File: src/rtl/serial_bus_responder.sv
// serial_bus_responder: 6502-bus UART peripheral for the $9F60-$9F6F window.
// A byte-wide register file, an 8N1 transmitter fed by a small FIFO, a receiver
// with a single holding register and an active-low interrupt output.
module serial_bus_responder #(
    parameter int unsigned TX_DEPTH  = 4,
    parameter logic [15:0] DIV_RESET = 16'd68
) (
    input  logic       clk,
    input  logic       rst,
    input  logic       phi2,
    input  logic       srlEn,
    input  logic       rw,
    input  logic [3:0] adr,
    input  logic [7:0] datIn,
    output logic [7:0] datOut,
    output logic       datOe,
    output logic       irqN,
    input  logic       rxd,
    output logic       txd
);
    localparam int unsigned AW     = $clog2(TX_DEPTH);
    localparam logic [AW:0] L_FULL = (AW+1)'(TX_DEPTH);

    typedef enum logic [1:0] {S_IDLE, S_START, S_DATA, S_STOP} state_t;

    // ---------------- bus decode ----------------
    logic        r_phi2_q;
    logic        w_commit, w_wr, w_rd;
    logic        w_wr_data, w_rd_data, w_rd_status, w_soft_rst;
    logic [15:0] r_div;
    logic [1:0]  r_ctrl;

    // phi2 delayed one clk so its falling edge marks the single commit point
    always_ff @(posedge clk or posedge rst) begin
        if (rst) r_phi2_q <= 1'b0;
        else     r_phi2_q <= phi2;
    end

    assign w_commit    = r_phi2_q & ~phi2 & ~srlEn;
    assign w_wr        = w_commit & ~rw;
    assign w_rd        = w_commit & rw;
    assign w_wr_data   = w_wr & (adr == 4'd0);
    assign w_rd_data   = w_rd & (adr == 4'd0);
    assign w_rd_status = w_rd & (adr == 4'd1);
    assign w_soft_rst  = w_wr & (adr == 4'd4) & datIn[7];

    // Divisor and control registers. A CTRL write with bit7 set is a pure
    // soft-reset command and leaves the interrupt enables untouched.
    always_ff @(posedge clk or posedge rst) begin
        if (rst) begin
            r_div  <= DIV_RESET;
            r_ctrl <= 2'b00;
        end else if (w_wr) begin
            case (adr)
                4'd2:    r_div[7:0]  <= datIn;
                4'd3:    r_div[15:8] <= datIn;
                4'd4:    if (!datIn[7]) r_ctrl <= datIn[1:0];
                default: ;
            endcase
        end
    end

    // ---------------- TX FIFO ----------------
    logic [7:0]  r_fifo [TX_DEPTH];
    logic [AW:0] r_wr_ptr, r_rd_ptr;
    logic [AW:0] w_count;
    logic        w_tx_full, w_tx_empty, w_push, w_tx_pop;

    assign w_count    = r_wr_ptr - r_rd_ptr;
    assign w_tx_full  = (w_count == L_FULL);
    assign w_tx_empty = (r_wr_ptr == r_rd_ptr);
    // fullness is judged before any same-cycle pop
    assign w_push     = w_wr_data & ~w_tx_full;

    // FIFO storage; the head is captured into the TX shift register on pop
    always_ff @(posedge clk) begin
        if (w_push) r_fifo[r_wr_ptr[AW-1:0]] <= datIn;
    end

    // FIFO pointers; soft reset discards everything not yet popped
    always_ff @(posedge clk or posedge rst) begin
        if (rst) begin
            r_wr_ptr <= '0;
            r_rd_ptr <= '0;
        end else if (w_soft_rst) begin
            r_rd_ptr <= r_wr_ptr;
        end else begin
            if (w_push)   r_wr_ptr <= r_wr_ptr + 1'b1;
            if (w_tx_pop) r_rd_ptr <= r_rd_ptr + 1'b1;
        end
    end

    // ---------------- TX FSM ----------------
    state_t      r_tx_state, w_tx_state_next;
    logic [15:0] r_tx_cnt, r_tx_div;
    logic [7:0]  r_tx_shift;
    logic [2:0]  r_tx_bit;
    logic        w_tx_tick, w_tx_busy;

    assign w_tx_tick = (r_tx_cnt == 16'd0);
    assign w_tx_pop  = (r_tx_state == S_IDLE) & ~w_tx_empty;
    assign w_tx_busy = (r_tx_state != S_IDLE);

    // TX state register
    always_ff @(posedge clk or posedge rst) begin
        if (rst) r_tx_state <= S_IDLE;
        else     r_tx_state <= w_tx_state_next;
    end

    // TX next-state: every non-idle state lasts one bit period
    always_comb begin
        w_tx_state_next = r_tx_state;
        case (r_tx_state)
            S_IDLE:  if (!w_tx_empty) w_tx_state_next = S_START;
            S_START: if (w_tx_tick) w_tx_state_next = S_DATA;
            S_DATA:  if (w_tx_tick && r_tx_bit == 3'd7) w_tx_state_next = S_STOP;
            S_STOP:  if (w_tx_tick) w_tx_state_next = S_IDLE;
            default: w_tx_state_next = S_IDLE;
        endcase
    end

    // TX datapath: divisor is latched at pop so a mid-frame DIV write waits
    always_ff @(posedge clk or posedge rst) begin
        if (rst) begin
            r_tx_cnt   <= '0;
            r_tx_div   <= '0;
            r_tx_shift <= '0;
            r_tx_bit   <= '0;
        end else if (r_tx_state == S_IDLE) begin
            if (w_tx_pop) begin
                r_tx_shift <= r_fifo[r_rd_ptr[AW-1:0]];
                r_tx_cnt   <= r_div;
                r_tx_div   <= r_div;
                r_tx_bit   <= 3'd0;
            end
        end else if (w_tx_tick) begin
            r_tx_cnt <= r_tx_div;
            if (r_tx_state == S_DATA) begin
                r_tx_shift <= {1'b0, r_tx_shift[7:1]};
                r_tx_bit   <= r_tx_bit + 3'd1;
            end
        end else begin
            r_tx_cnt <= r_tx_cnt - 16'd1;
        end
    end

    // TX output: line level from state, so async reset returns it high at once
    always_comb begin
        txd = 1'b1;
        case (r_tx_state)
            S_START: txd = 1'b0;
            S_DATA:  txd = r_tx_shift[0];
            default: txd = 1'b1;
        endcase
    end

    // ---------------- RX ----------------
    logic        r_rx_s1, r_rx_s2, r_rx_s3;
    state_t      r_rx_state, w_rx_state_next;
    logic [15:0] r_rx_cnt, r_rx_div, w_rx_half;
    logic [7:0]  r_rx_shift, r_rx_hold;
    logic [2:0]  r_rx_bit;
    logic        r_rx_valid, r_overrun;
    logic        w_rx_fall, w_rx_tick, w_rx_stop_ok;

    // two-flop synchronizer plus one more stage for falling-edge detection
    always_ff @(posedge clk or posedge rst) begin
        if (rst) begin
            r_rx_s1 <= 1'b1;
            r_rx_s2 <= 1'b1;
            r_rx_s3 <= 1'b1;
        end else begin
            r_rx_s1 <= rxd;
            r_rx_s2 <= r_rx_s1;
            r_rx_s3 <= r_rx_s2;
        end
    end

    assign w_rx_fall = r_rx_s3 & ~r_rx_s2;
    assign w_rx_tick = (r_rx_cnt == 16'd0);
    // half a bit period; zero means the edge sample itself is mid-bit
    assign w_rx_half = 16'(({1'b0, r_div} + 17'd1) >> 1);

    // RX state register
    always_ff @(posedge clk or posedge rst) begin
        if (rst) r_rx_state <= S_IDLE;
        else     r_rx_state <= w_rx_state_next;
    end

    // RX next-state: re-check start bit at mid-bit, glitches fall back to idle
    always_comb begin
        w_rx_state_next = r_rx_state;
        case (r_rx_state)
            S_IDLE:  if (w_rx_fall) w_rx_state_next = (w_rx_half == 16'd0) ? S_DATA : S_START;
            S_START: if (w_rx_tick) w_rx_state_next = r_rx_s2 ? S_IDLE : S_DATA;
            S_DATA:  if (w_rx_tick && r_rx_bit == 3'd7) w_rx_state_next = S_STOP;
            S_STOP:  if (w_rx_tick) w_rx_state_next = S_IDLE;
            default: w_rx_state_next = S_IDLE;
        endcase
    end

    // RX datapath: counter runs from the edge to each mid-bit sample point
    always_ff @(posedge clk or posedge rst) begin
        if (rst) begin
            r_rx_cnt   <= '0;
            r_rx_div   <= '0;
            r_rx_shift <= '0;
            r_rx_bit   <= '0;
        end else if (r_rx_state == S_IDLE) begin
            if (w_rx_fall) begin
                r_rx_div <= r_div;
                r_rx_cnt <= (w_rx_half == 16'd0) ? r_div : (w_rx_half - 16'd1);
                r_rx_bit <= 3'd0;
            end
        end else if (w_rx_tick) begin
            r_rx_cnt <= r_rx_div;
            if (r_rx_state == S_DATA) begin
                r_rx_shift <= {r_rx_s2, r_rx_shift[7:1]};
                r_rx_bit   <= r_rx_bit + 3'd1;
            end
        end else begin
            r_rx_cnt <= r_rx_cnt - 16'd1;
        end
    end

    // RX output: a good stop bit delivers the byte
    assign w_rx_stop_ok = (r_rx_state == S_STOP) & w_rx_tick & r_rx_s2;

    // Holding register and flags; a same-cycle DATA read frees the slot so the
    // new byte loads and rxValid stays set
    always_ff @(posedge clk or posedge rst) begin
        if (rst) begin
            r_rx_hold  <= '0;
            r_rx_valid <= 1'b0;
            r_overrun  <= 1'b0;
        end else if (w_soft_rst) begin
            r_rx_valid <= 1'b0;
            r_overrun  <= 1'b0;
        end else begin
            if (w_rx_stop_ok && (!r_rx_valid || w_rd_data)) begin
                r_rx_hold  <= r_rx_shift;
                r_rx_valid <= 1'b1;
            end else if (w_rd_data) begin
                r_rx_valid <= 1'b0;
            end
            if (w_rx_stop_ok && r_rx_valid && !w_rd_data) r_overrun <= 1'b1;
            else if (w_rd_status)                         r_overrun <= 1'b0;
        end
    end

    // ---------------- read path and IRQ ----------------
    logic [7:0] w_rd_mux;
    logic       r_irq_n;

    // register read mux, gated to zero while the chip is not selected
    always_comb begin
        w_rd_mux = 8'h00;
        case (adr)
            4'd0:    w_rd_mux = r_rx_hold;
            4'd1:    w_rd_mux = {3'b000, w_tx_busy, r_overrun, w_tx_empty, w_tx_full, r_rx_valid};
            4'd2:    w_rd_mux = r_div[7:0];
            4'd3:    w_rd_mux = r_div[15:8];
            4'd4:    w_rd_mux = {6'b000000, r_ctrl};
            default: w_rd_mux = 8'h00;
        endcase
    end

    assign datOut = srlEn ? 8'h00 : w_rd_mux;
    assign datOe  = ~srlEn & rw & phi2;

    // registered interrupt request
    always_ff @(posedge clk or posedge rst) begin
        if (rst) r_irq_n <= 1'b1;
        else     r_irq_n <= ~((r_ctrl[0] & r_rx_valid) |
                              (r_ctrl[1] & w_tx_empty & ~w_tx_busy));
    end

    assign irqN = r_irq_n;

endmodule
File: config.mk
export PLATFORM = sky130hd
export DESIGN_NAME = serial_bus_responder
export DESIGN_NICKNAME = d
export VERILOG_FILES = /design/src/rtl/serial_bus_responder.sv
export SDC_FILE = /design/constraint.sdc
export NUM_CORES = 1
export LEC_CHECK = 0
export ABC_AREA = 1
export CAP_MARGIN = 20
export CORE_MARGIN = 3
export CORE_UTILIZATION = 40
export DETAILED_ROUTE_END_ITERATION = 7
export GPL_ROUTABILITY_DRIVEN = 0
export PLACE_DENSITY_LB_ADDON = 0.3
export RECOVER_POWER = 100
export SKIP_LAST_GASP = 1
export SLEW_MARGIN = 30
export SYNTH_ARGS = -nofsm -noshare
export SYNTH_HDL_FRONTEND = slang
export SYNTH_SLANG_ARGS = --single-unit
export TNS_END_PERCENT = 20
File: constraint.sdc
create_clock -name clk -period 4.7 [get_ports clk]
set_input_delay 1.175 -clock clk [delete_from_list [all_inputs] [get_ports clk]]
set_output_delay 1.175 -clock clk [all_outputs]
set_load 0.005 [all_outputs]
## After elaboration in Yosys (flattened, before gate mapping)

Memory sizes are Yosys's and may differ from the RTL's.
Index checks and enable logic that the tools add are counted.

- Register bits after elaboration: 129
- Memory bits (writable): 32
- Bits of input ports: 18
- Output and inout bits: 11
- Word-level logic and storage cells: 165
- Memories: 1

- $add $sub $neg: 9
- Eq/ne operators: 23
- Mux-type cells: 44
- Bitwise logic cells: 31
- Reduce and logical (&&, ||, !) cells: 34

Memory list:

| memory | words | width | read ports | clocked after memory_dff | write ports | line | RTL |
|---|---|---|---|---|---|---|---|
| r_fifo | 4 | 8 | 1 | 0 | 1 | 64 | `logic [7:0] r_fifo [TX_DEPTH];` |

Operator list:

| operator | count |
|---|---|
| $mux W16 | 7 |
| $logic_not A16 Y1 | 3 |
| $sub A16 B1 Y16 const B | 3 |
| $mux W8 | 5 |
| $pmux W8 S5 | 1 |
| $mux W3 | 10 |
| $mux W2 | 10 |
| $and A1 B1 Y1 | 19 |
| $ne A2 B2 Y1 const B | 9 |
| $add A16 B1 Y17 const B | 1 |
| $pmux W2 S4 | 2 |
| $add A3 B1 Y3 const B | 4 |
| $reduce_and A2 Y1 | 6 |
| $reduce_and A3 Y1 | 4 |
| $reduce_bool A2 Y1 | 6 |
| $not A1 Y1 | 11 |
| $eq A3 B3 Y1 const B | 3 |
| $eq A2 B2 Y1 const B | 4 |
| $eq A4 B2 Y1 const B | 2 |
| $mux W1 | 8 |
| $reduce_and A4 Y1 | 2 |
| $reduce_bool A3 Y1 | 2 |
| $logic_and A1 B1 Y1 | 5 |
| $eq A2 B1 Y1 const B | 2 |
| 10 further kinds | 12 |

## Logic depth before layout (Yosys ltp)

- Word-level depth: 9
- Mapped depth: 16
- Gate-level depth less buffers: 15

## Worst setup path after synthesis

OpenSTA, ideal clock, no wires.

- Path kind: input port to output port
- Start: input adr[3]
- End: output datOut[1]
- Data arrival time: 2.143 ns
- Required time: 3.525 ns
- Slack: 1.382 ns
- Stages: 7
- Path buffers: 0
- Path through: nor2_1 -> inv_1 -> nor3_1 -> inv_1 -> o22ai_1 -> nor2_1 -> a21oi_1

- Cells in the longest elaborated chain, start to end: 3
- Elaborated cells on any way between the ends: 7
- Those cells by class: eq/ne: 4; mux: 2; reduce/logical: 1

RTL lines:

| element | line | RTL |
|---|---|---|
| from (decl) | 13 | `input logic [3:0] adr,` |
| $eq A4 B3 Y1, or another cell as far along | 258 | `case (adr)` |
| $pmux W8 S5 (*) | 258 |  |
| $mux W8 (*) | 268 | `assign datOut = srlEn ? 8'h00 : w_rd_mux;` |
| to (decl) | 15 | `output logic [7:0] datOut,` |

Mark *: on every way between the ends. The rest lies on a longest branch, timed or not.

## Worst setup path after layout

- Start: input adr[0]
- End: output datOut[0]

The elaborated chain is that of the path after synthesis.

==> impl_metrics.py <==
metrics = {
    "outcome": {
        "outcome": "finished, violations left",
        "failing_checks": "capacitance limit, slew limit",
    },
    "clock_tree": {
        "htree_levels": 4,
        "cts-hold-fix-buffers": 0,
        "cts-root-to-sink-buffers": 2,
        "clkSinkCount": 161,
        "clk-insertion-delay-late_ps": 430,
        "tritoncts_clock_tree": "done",
        "clk_pin_slew_worst_paths_ps": 60,
        "postCtsResizedCells": 0,
        "cts_made_buffers": 17,
        "cts_root_buffer": "clkbuf_16",
        "postCtsSetupBuffers": 0,
    },
    "layout": {
        "area_delta_synth_final_pct": 12.2,
        "design.final.nets": 1201,
        "final.fill_count": 2167,
        "seq_cell_area_um2": 4200,
        "multiInputGateArea_um2": 4110,
        "antenna_cells": 0,
        "drive_gt1_share_pct": 7.75,
    },
    "timing": {
        "min_period_ps": 4400,
        "timing.final.setup_violations": 0,
        "fmax_mhz": 227,
        "timing.final.hold_violations": 0,
        "slew_worst_pin_ps": 1780,
        "timing.setup.tns_ps": 0,
        "postLayoutSetupSlackWorst_ps": 298,
        "rsz0062_at_grt": "no",
        "layout_worst_path_cycle_share_pct": 93.7,
        "worst_clock_skew_ps": 11.4,
        "final_max_slew_viol_count": 82,
        "slew_headroom_pct": -18.8,
    },
    "grt": {
        "first_global_vias": 7322,
        "total_global_routing_track_utilization_pct": 18.7,
        "grt_pass1_wl_um": 37000,
        "number_of_antenna_violations_at_the_first_check_in_global_routing": 0,
        "maximum_number_of_pins_on_one_net_before_global_route_repair": 82,
        "globalRouteOverflowTotal": 0,
    },
    "critical_path": {
        "crit_path_end": "datOut[0]",
        "r2r-start": "r_tx_state[0]",
        "worstSetupStartpointType": "primary input",
        "r2r_end": "r_rd_ptr[0]",
        "crit_slowest_cell": "dlygate4sd3_1",
        "timing.setup.critical_path_class": "in -> out",
        "timing.critical_path.cells": "dlygate4sd3_1 -> inv_1 -> nand3_1 -> inv_1 -> nand2_1 -> a21oi_1 -> clkdlybuf4s50_1",
        "crit_start": "adr[0]",
        "cp_data_required_time_ps": 3520,
        "end_kind": "output port",
        "endpoint_arrival_time_on_the_critical_path_ps": 3230,
        "cp_max_fo": 7,
        "setup.reg_to_reg.worst_slack_ps": 740,
        "worst-r2r-cell-count": 10,
        "crit_path_frequent_cell": "inv_1",
        "timing.critical_path.slowest_cell_delay_ps": 620,
    },
    "route": {
        "detail_route.drc_violations": 0,
        "drtIter0Drc": 488,
        "detailroute.via_count": 7496,
        "routed_vias_inst": 5.16,
        "wl_per_cell_um": 15.1,
        "detail-route-antenna-nets": 0,
        "detailedRoute.firstPassIterationCount": 7,
        "postRouteWirelength_um": 22000,
    },
    "power_and_ir_drop": {
        "leakagePower_nw": 4.67,
        "irDropWorstVdd_mv": 0.263,
        "power_frac_seq_pct": 36.9,
        "switching_power_w": 0.00214,
        "net_sw_share_pct": 39.2,
        "p_comb_share_pct": 36.2,
        "internal_power_w": 0.00331,
        "p_per_area_nw_per_um2": 537,
        "clock_power_share_pct": 27.0,
        "total_power_w": 0.00545,
    },
    "die": {
        "boundaryPins": 29,
        "die_h_um": 156,
        "design.die.area_um2": 24400,
        "die_w_um": 156,
        "core_um2": 22000,
        "core.rowCount": 54,
        "initial_core_util_pct": 41.1,
    },
    "logic_synthesis": {
        "number_of_synthesized_flops_with_an_enable_pin": 32,
        "synthesis.instances": 1135,
        "yosysMostFrequentCell": "nand2_1",
        "synth.area.top_cells": "dfrtp_1, nand2_1, edfxtp_1",
        "synth-seq-cells": 161,
        "synthesis.nets": 1175,
        "synth-simple-area-share_pct": 26.9,
        "synth_common_cells": "nand2_1, inv_1, dfrtp_1, nor2_1, o21ai_0",
        "synth-async-reset-ratio_pct": 80.1,
        "post_synthesis_cell_area_um2": 9040,
        "yosysSeqAreaShare_pct": 46.4,
        "yosys.area_share.adder_pct": 3.04,
        "synth_cell_type_count": 47,
        "share_of_yosys_cell_area_claimed_by_the_top_area_cell_type_pct": 34.0,
        "synth_xor_xnor_area_share_pct": 2.42,
        "syn_avg_cell_area_um2": 7.97,
        "synth_top_family_by_area": "simple AND/OR/NAND/NOR gates",
        "synth-compound-area-share_pct": 13.7,
        "synth.area.mux_share_pct": 0.235,
        "synth_warnings": 0,
        "synth_top_cell_by_area": "dfrtp_1",
        "ys_dominant_reg_cell": "dfrtp_1",
    },
    "run": {
        "max_cap_violation_count": 1,
    },
    "placed_design": {
        "numPortBuffers": 28,
        "detailed_place_hpwl_um": 16100,
        "detailedPlace.worstSlack_ps": 424,
    },
    "min_path": {
        "worstHoldPathType": "reg -> reg",
    },
}
-- critical path, delay by kind of cell --
| family | cells | cell delay [ps] |
|---|---|---|
| buffers and inverters | 4 | 1480 |
| and+or+nand+nor | 2 | 290 |
| AOI/OAI and AO/OA | 1 | 290 |
-- metal layers --
metal  vias up  wire length [µm]  GRT usage (%)
met5         -                 0              0
met4         0               451           5.92
met3        28               805           3.01
met2       161             10200           30.8
met1      3520             10600           25.5
li1       3787                 -              -
-- worst min-delay path by stage --
stage,start,endpoint,slack [ps],depth (start not counted)
final,r_rx_s1,r_rx_s2,360,0
after global routing,r_rx_s1,r_rx_s2,370,0
after floorplan,r_rx_s1,r_rx_s2,350,0
after global placement,r_rx_s1,r_rx_s2,350,0
after CTS,r_rx_s1,r_rx_s2,360,0
after detailed placement,r_rx_s1,r_rx_s2,350,0
-- cells by family (layout without fill, tap and decap cells) --
kind of cell               count (synthesis)  after routing
adders and majority gates                 22             22
xor gates and xnor gates                  25             25
and+or+nand+nor                          544            544
muxes                                      2              2
AOI/OAI and AO/OA                        210            210
DFF                                      161            161
buffers and inverters                    171            210
-- sequential cells by signal (all words and copies together) (netlist names), 3 cells and up --
| name | count |
|---|---|
| r_div | 16 |
| r_fifo | 32 |
| r_rd_ptr | 3 |
| r_rx_bit | 3 |
| r_rx_cnt | 16 |
| r_rx_div | 16 |
| r_rx_hold | 8 |
| r_rx_shift | 8 |
| r_tx_bit | 3 |
| r_tx_cnt | 16 |
| r_tx_div | 16 |
| r_tx_shift | 8 |
| r_wr_ptr | 3 |
-- power by group through the flow --
stage | Combinational [W] | Sequential (W) | Clock, W
2_1_floorplan | 0.00159 | 0.00194 | 0
3_3_place_gp | 0.00197 | 0.00202 | 0
3_5_place_dp | 0.00200 | 0.00202 | 0
4_1_cts | 0.00202 | 0.00200 | 0.00149
5_1_grt | 0.00227 | 0.00205 | 0.00155
6_report | 0.00197 | 0.00201 | 0.00147
-- cell type report --
class / instances / area share, %
Tap cell: 280 / 3.45
Sequential cell: 161 / 41.4
Clock inverter: 13 / 1.75
Timing Repair Buffer: 38 / 3.28
Clock buffer: 19 / 4.40
Multi-Input combinational cell: 803 / 40.5
Inverter: 140 / 5.22
-- placed cells by master (no fill, tap or decap), drive strengths merged, types with 18 or more instances in the layout --
cell type      n
edfxtp        32
ha            22
dlygate4sd3   21
nand3         80
o21ai        115
nand2        294
a21oi         37
nor2         136
dfrtp        123
xor2          20
inv          142
clkbuf        25
o211ai        18
-- metrics by stage --
stage	instance area [µm²]	cells	utilization [%]	hold slack, ps
after floorplan	9040	1135	-	345
after global placement	9620	1422	43.7	346
after detailed placement	9620	1422	43.7	347
after CTS	10200	1454	46.5	357
after global routing	10100	1454	46.1	370
final	10100	1454	46.1	361
(Power assumes the default switching activity.)
